==> config.mk <==
export PLATFORM = sky130hd
export DESIGN_NAME = serial_adder
export DESIGN_NICKNAME = d
export VERILOG_FILES = /design/src/rtl/serial_adder_pkg.sv /design/src/rtl/serial_adder_full_adder_cell.sv /design/src/rtl/serial_adder.sv
export SDC_FILE = /design/constraint.sdc
export NUM_CORES = 1
export LEC_CHECK = 0
export CORE_UTILIZATION = 54
export DETAILED_ROUTE_END_ITERATION = 8
export PLACE_DENSITY = 0.83
export SYNTH_ARGS = -nofsm -noshare
export SYNTH_HDL_FRONTEND = slang
export SYNTH_SLANG_ARGS = --single-unit
==> constraint.sdc <==
create_clock -name clk -period 4.37 [get_ports clk]
set_clock_uncertainty 0.05 [all_clocks]
set_input_delay 0.437 -clock clk [delete_from_list [all_inputs] [get_ports clk]]
set_output_delay 0.437 -clock clk [all_outputs]
set_load 0.05 [all_outputs]
==> src/rtl/serial_adder_pkg.sv <==
// Shared definitions for the bit-serial adder: FSM state encoding and the
// default operand width.
package serial_adder_pkg;

  localparam int DEFAULT_WIDTH = 8;

  typedef enum logic [1:0] {
    IDLE  = 2'd0,
    SHIFT = 2'd1,
    DONE  = 2'd2
  } state_t;

endpackage

==> src/rtl/serial_adder_full_adder_cell.sv <==
// One-bit full-adder cell; the only arithmetic element of the serial adder.
module full_adder_cell (
  input  logic a,
  input  logic b,
  input  logic cin,
  output logic s,
  output logic co
);

  // Sum and majority carry of the three input bits.
  always_comb begin
    s  = a ^ b ^ cin;
    co = (a & b) | (a & cin) | (b & cin);
  end

endmodule

==> src/rtl/serial_adder.sv <==
// Bit-serial adder: sums two WIDTH-bit operands LSB-first through a single
// full-adder cell and a carry flip-flop, with valid/ready handshakes on both
// the operand and result sides.
// Optional feature: define SERIAL_ADDER_SUB_EN to add the sub port, which turns
// the block into a serial subtractor (a - b - cin, cout = borrow).
module serial_adder
  import serial_adder_pkg::*;
#(
  parameter int WIDTH = DEFAULT_WIDTH
) (
  input  logic             clk,
  input  logic             rst_n,
  input  logic             in_valid,
  output logic             in_ready,
  input  logic [WIDTH-1:0] a,
  input  logic [WIDTH-1:0] b,
  input  logic             cin,
`ifdef SERIAL_ADDER_SUB_EN
  input  logic             sub,
`endif
  output logic             out_valid,
  input  logic             out_ready,
  output logic [WIDTH-1:0] sum,
  output logic             cout,
  output logic             busy
);

  localparam int CW = (WIDTH > 1) ? $clog2(WIDTH) : 1;
  localparam logic [CW-1:0] LAST_CNT = CW'(WIDTH - 1);

  state_t           state;
  state_t           state_next;
  logic             accept;

  logic [WIDTH-1:0] a_sr;
  logic [WIDTH-1:0] b_sr;
  // Only the upper WIDTH-1 result bits need to be held between shifts; the
  // final sum bit comes straight from the cell on the last SHIFT edge.
  logic [WIDTH-2:0] sum_sr;
  logic [WIDTH-1:0] sum_next;
  logic             carry;
  logic [CW-1:0]    cnt;
  logic             last_bit;

  logic [WIDTH-1:0] b_load;
  logic             carry_load;
  logic             cout_next;

  logic             fa_s;
  logic             fa_co;

  full_adder_cell u_cell (
    .a   (a_sr[0]),
    .b   (b_sr[0]),
    .cin (carry),
    .s   (fa_s),
    .co  (fa_co)
  );

  assign sum_next = {fa_s, sum_sr};
  assign last_bit = (cnt == LAST_CNT);

`ifdef SERIAL_ADDER_SUB_EN
  logic sub_q;

  // Subtraction is a + ~b + ~cin; the final carry is inverted into a borrow.
  assign b_load     = sub ? ~b : b;
  assign carry_load = cin ^ sub;
  assign cout_next  = fa_co ^ sub_q;
`else
  assign b_load     = b;
  assign carry_load = cin;
  assign cout_next  = fa_co;
`endif

  // State register.
  always_ff @(posedge clk or negedge rst_n) begin
    if (!rst_n) begin
      state <= IDLE;
    end else begin
      // NOTE: sequential state uses non-blocking assignments so every
      // register samples pre-edge values regardless of statement order.
      state <= state_next;
    end
  end

  // Next-state logic and handshake/status decode from the state register.
  always_comb begin
    // NOTE: every output of this block gets a default first, so no path
    // through the case statement can leave a latch behind.
    state_next = state;
    in_ready   = 1'b0;
    out_valid  = 1'b0;
    busy       = 1'b1;
    accept     = 1'b0;
    case (state)
      IDLE: begin
        in_ready = 1'b1;
        busy     = 1'b0;
        accept   = in_valid;
        if (in_valid) state_next = SHIFT;
      end
      SHIFT: begin
        if (last_bit) state_next = DONE;
      end
      DONE: begin
        out_valid = 1'b1;
        if (out_ready) state_next = IDLE;
      end
      default: begin
        state_next = IDLE;
      end
    endcase
  end

  // Datapath: operand capture, one-bit-per-cycle shifting, result register.
  always_ff @(posedge clk or negedge rst_n) begin
    if (!rst_n) begin
      // NOTE: this block holds only flip-flops (no memory array), so every
      // one is reset; an aborted operation can never leak a partial result.
      a_sr   <= '0;
      b_sr   <= '0;
      sum_sr <= '0;
      carry  <= 1'b0;
      cnt    <= '0;
      sum    <= '0;
      cout   <= 1'b0;
`ifdef SERIAL_ADDER_SUB_EN
      sub_q  <= 1'b0;
`endif
    end else if (accept) begin
      a_sr   <= a;
      b_sr   <= b_load;
      carry  <= carry_load;
      cnt    <= '0;
`ifdef SERIAL_ADDER_SUB_EN
      sub_q  <= sub;
`endif
    end else if (state == SHIFT) begin
      a_sr   <= a_sr >> 1;
      b_sr   <= b_sr >> 1;
      sum_sr <= sum_next[WIDTH-1:1];
      carry  <= fa_co;
      cnt    <= cnt + CW'(1);
      if (last_bit) begin
        sum  <= sum_next;
        cout <= cout_next;
      end
    end
  end

endmodule

==> impl_metrics.csv <==
group,metric,value,unit
place,port_buffers,32,
clock_tree,clk_root_buffer_cell,"clkbuf_4",
synthesis,yosysTopAreaCellShare,58.0,%
clock_tree,holdBufCountCts,0,
sta,relSlewSlack,42.6,%
drt,drt-total-wl,3.18,mm
worst_hold_path,hold_path_class,"primary input to asynchronous set/reset pin",
synthesis,ys_top_cells_by_count,"dfrtp_1, o22ai_1, nand2_1, a21oi_1, mux2_1",
final_layout,final_area,2000,sq um
sta,timing.final.hold_violations,0,
clock_tree,worst_skew_pair.late_latency,0.33,ns
synthesis,synth_area,1640,sq um
drt,wl_per_cell,15.0,um
status,violations,"design-rule violations",
sta,worst_pin_slew,0.861,ns
setup_path,rr_startpoint,"state[0]",
drt,firstDrtPassIters,6,
synthesis,synth_top_cells_by_area,"dfrtp_1, o22ai_1, mux2_1, nand2_1, a21oi_1",
final_layout,regArea,951,sq um
final_layout,multi_input_area,623,sq um
setup_path,critPathRequiredTime,3.88,ns
synthesis,ys_seq_area_share,58.0,%
floorplan,core-area,2810,sq um
setup_path,rr_endpoint,"sum[7]",
clock_tree,cts_buffer_depth,2,
final_layout,drive_gt1_share,5.52,%
drt,vias,1266,
clock_tree,cts_setup_buffers,0,
setup_path,cp_data_arrival_time,2.36,ns
synthesis,synth_most_common_cell,"dfrtp_1",
synthesis,ys_warn_count,0,
sta,fmax,352,MHz
grt,grt-ovfl-total,0,
floorplan,initial_core_util,58.5,%
place,place_area,1940,sq um
sta,final_max_slew_viol_count,0,
power_and_ir_drop,irDropWorstVdd,0.377,mV
synthesis,ys_ff_latch,38,
clock_tree,cts_sinks,38,
sta,timing.hold.ws,0.134,ns
final_layout,syn2layout_area_growth,21.9,%
status,status,"finished, violations left",
synthesis,syn_area_per_cell,10.9,sq um
setup_path,ff2ff_setup_slack,2.38,ns
grt,grt_use_total,21.7,%
floorplan,row_count,19,
clock_tree,cts_max_level,2,
floorplan,fp.dieH,57.1,um
grt,antenna_found_initial,0,
synthesis,syn-num-nets,175,
setup_path,critPathCaptureType,"output port",
drt,first_iter_violations,19,
setup_path,r2r.worst_path.cells,3,
clock_tree,cts_made_buffers,5,
setup_path,critPathLaunchType,"flip-flop",
floorplan,ioPinCount,33,
drt,vias_per_cell,5.97,
final_layout,n_fill_cell,218,
floorplan,die_area,3260,sq um
floorplan,die_w,57.1,um
synthesis,ys_async_sr_fraction,100,%
setup_path,worstSetupStartpoint,"state[1]",
drt,drcViolationCount,2,
synthesis,postSynthCellCount,151,
grt,grt_pass1_vias,1180,
clock_tree,cts_tree,"yes",
grt,grt_pass1_wl,5.41,mm
clock_tree,post_cts_resized,0,
sta,period_share,65.1,%
grt,grt_max_degree,39,
setup_path,cp_max_fo,17,
synthesis,synth_ff_type,"dfrtp_1",
sta,period_needed,2.84,ns
sta,rsz0062_at_grt,"false",
synthesis,synth-edff-count,0,
power_and_ir_drop,power_density,737,nW/um^2
final_layout,finalNetCount,204,
setup_path,crit_path_end,"out_valid",
power_and_ir_drop,p_leak,0.876,nW
run,maxCapViolations,0,
final_layout,diodes,0,
place,hpwl,2.19,mm
synthesis,yosysTopAreaCell,"dfrtp_1",
sta,setup_viol,0,
synthesis,synthDistinctLibCells,24,
sta,tns,0,ns
drt,ant_nets,0,
setup_path,worstSetupPathType,"flip-flop to output port",
clock_tree,path_clk_slew,0.10,ns
place,globalplace.congestion,0.763,
[report_power, final]
part           internal, mW  total [mW]  switching (mW)
clock network        0.0780       0.185           0.107
registers             0.510       0.631           0.121
logic                 0.258       0.657           0.399
total                 0.846        1.47           0.626
[area by class of cell]
class                   count  share of cell area, %
inverters                   3                  0.563
multi-input cells         100                   31.2
clock buffers               7                   2.75
well taps                  31                   1.94
clock inverters             1                  0.250
repair buffers             32                   15.8
flip-flops and latches     38                   47.6
[cells by family (layout without fill, tap and decap cells)]
| family | after synthesis | count (layout) | synth area share (%) |
|---|---|---|---|
| adders and majority gates | 3 | 3 | 2.75 |
| DFF | 38 | 38 | 58.0 |
| muxes | 9 | 9 | 6.18 |
| and+or+nand+nor | 35 | 35 | 9.61 |
| AOI/OAI and AO/OA | 53 | 53 | 19.5 |
| buffers and inverters | 13 | 43 | 4.04 |
[through the flow]
step / power [mW] / cells / utilization, % / worst slack, ns
global route: 1.58 / 212 / 71.3 / 1.37
finish: 1.47 / 212 / 71.3 / 1.53
global placement: 1.26 / 204 / 69.1 / 1.98
CTS: 1.48 / 212 / 71.3 / 1.52
detailed placement: 1.30 / 204 / 69.1 / 1.93
floorplan: 1.11 / 151 / - / 2.17
[worst max-delay path: stages, from the launching register on]
cell and delay, ns:
dfrtp_1 0.51, clkinv_1 0.45, nor2_1 0.23, clkdlybuf4s50_1 0.83
[state kept, by name (all words and copies together), names as in the netlist]
name	count
a_sr	8
b_sr	8
carry	1
cnt	3
cout	1
state	2
sum	8
sum_sr	7
[routing by layer]
layer | track usage (%) | up-vias | part of all wire, %
met5 | 0 | - | 0
met3 | 5.44 | 5 | 4.4
li1 | - | 605 | -
met4 | 7.32 | 0 | 1.1
met1 | 28.6 | 621 | 45
met2 | 35.5 | 35 | 49
[layout by cell type, fill, tap and decap left out, types with 4 or more instances in the layout]
cell type        count
mux2_1               9
dfrtp_1             38
o21ai_0              6
nor2_1               4
clkbuf_4             5
nand2b_1             4
a21oi_1             14
o22ai_1             27
nand2_1             23
clkdlybuf4s50_1     31
[worst min path at each step]
stage	slack, ns	cells after the start	end
CTS	0.15	1	a_sr[0]
finish	0.13	1	sum[0]
floorplan	0.09	0	a_sr[0]
global placement	0.40	2	sum_sr[0]
global route	0.18	1	b_sr[3]
detailed placement	0.41	2	sum_sr[0]
Note: power is estimated with default switching activity, not from simulation.
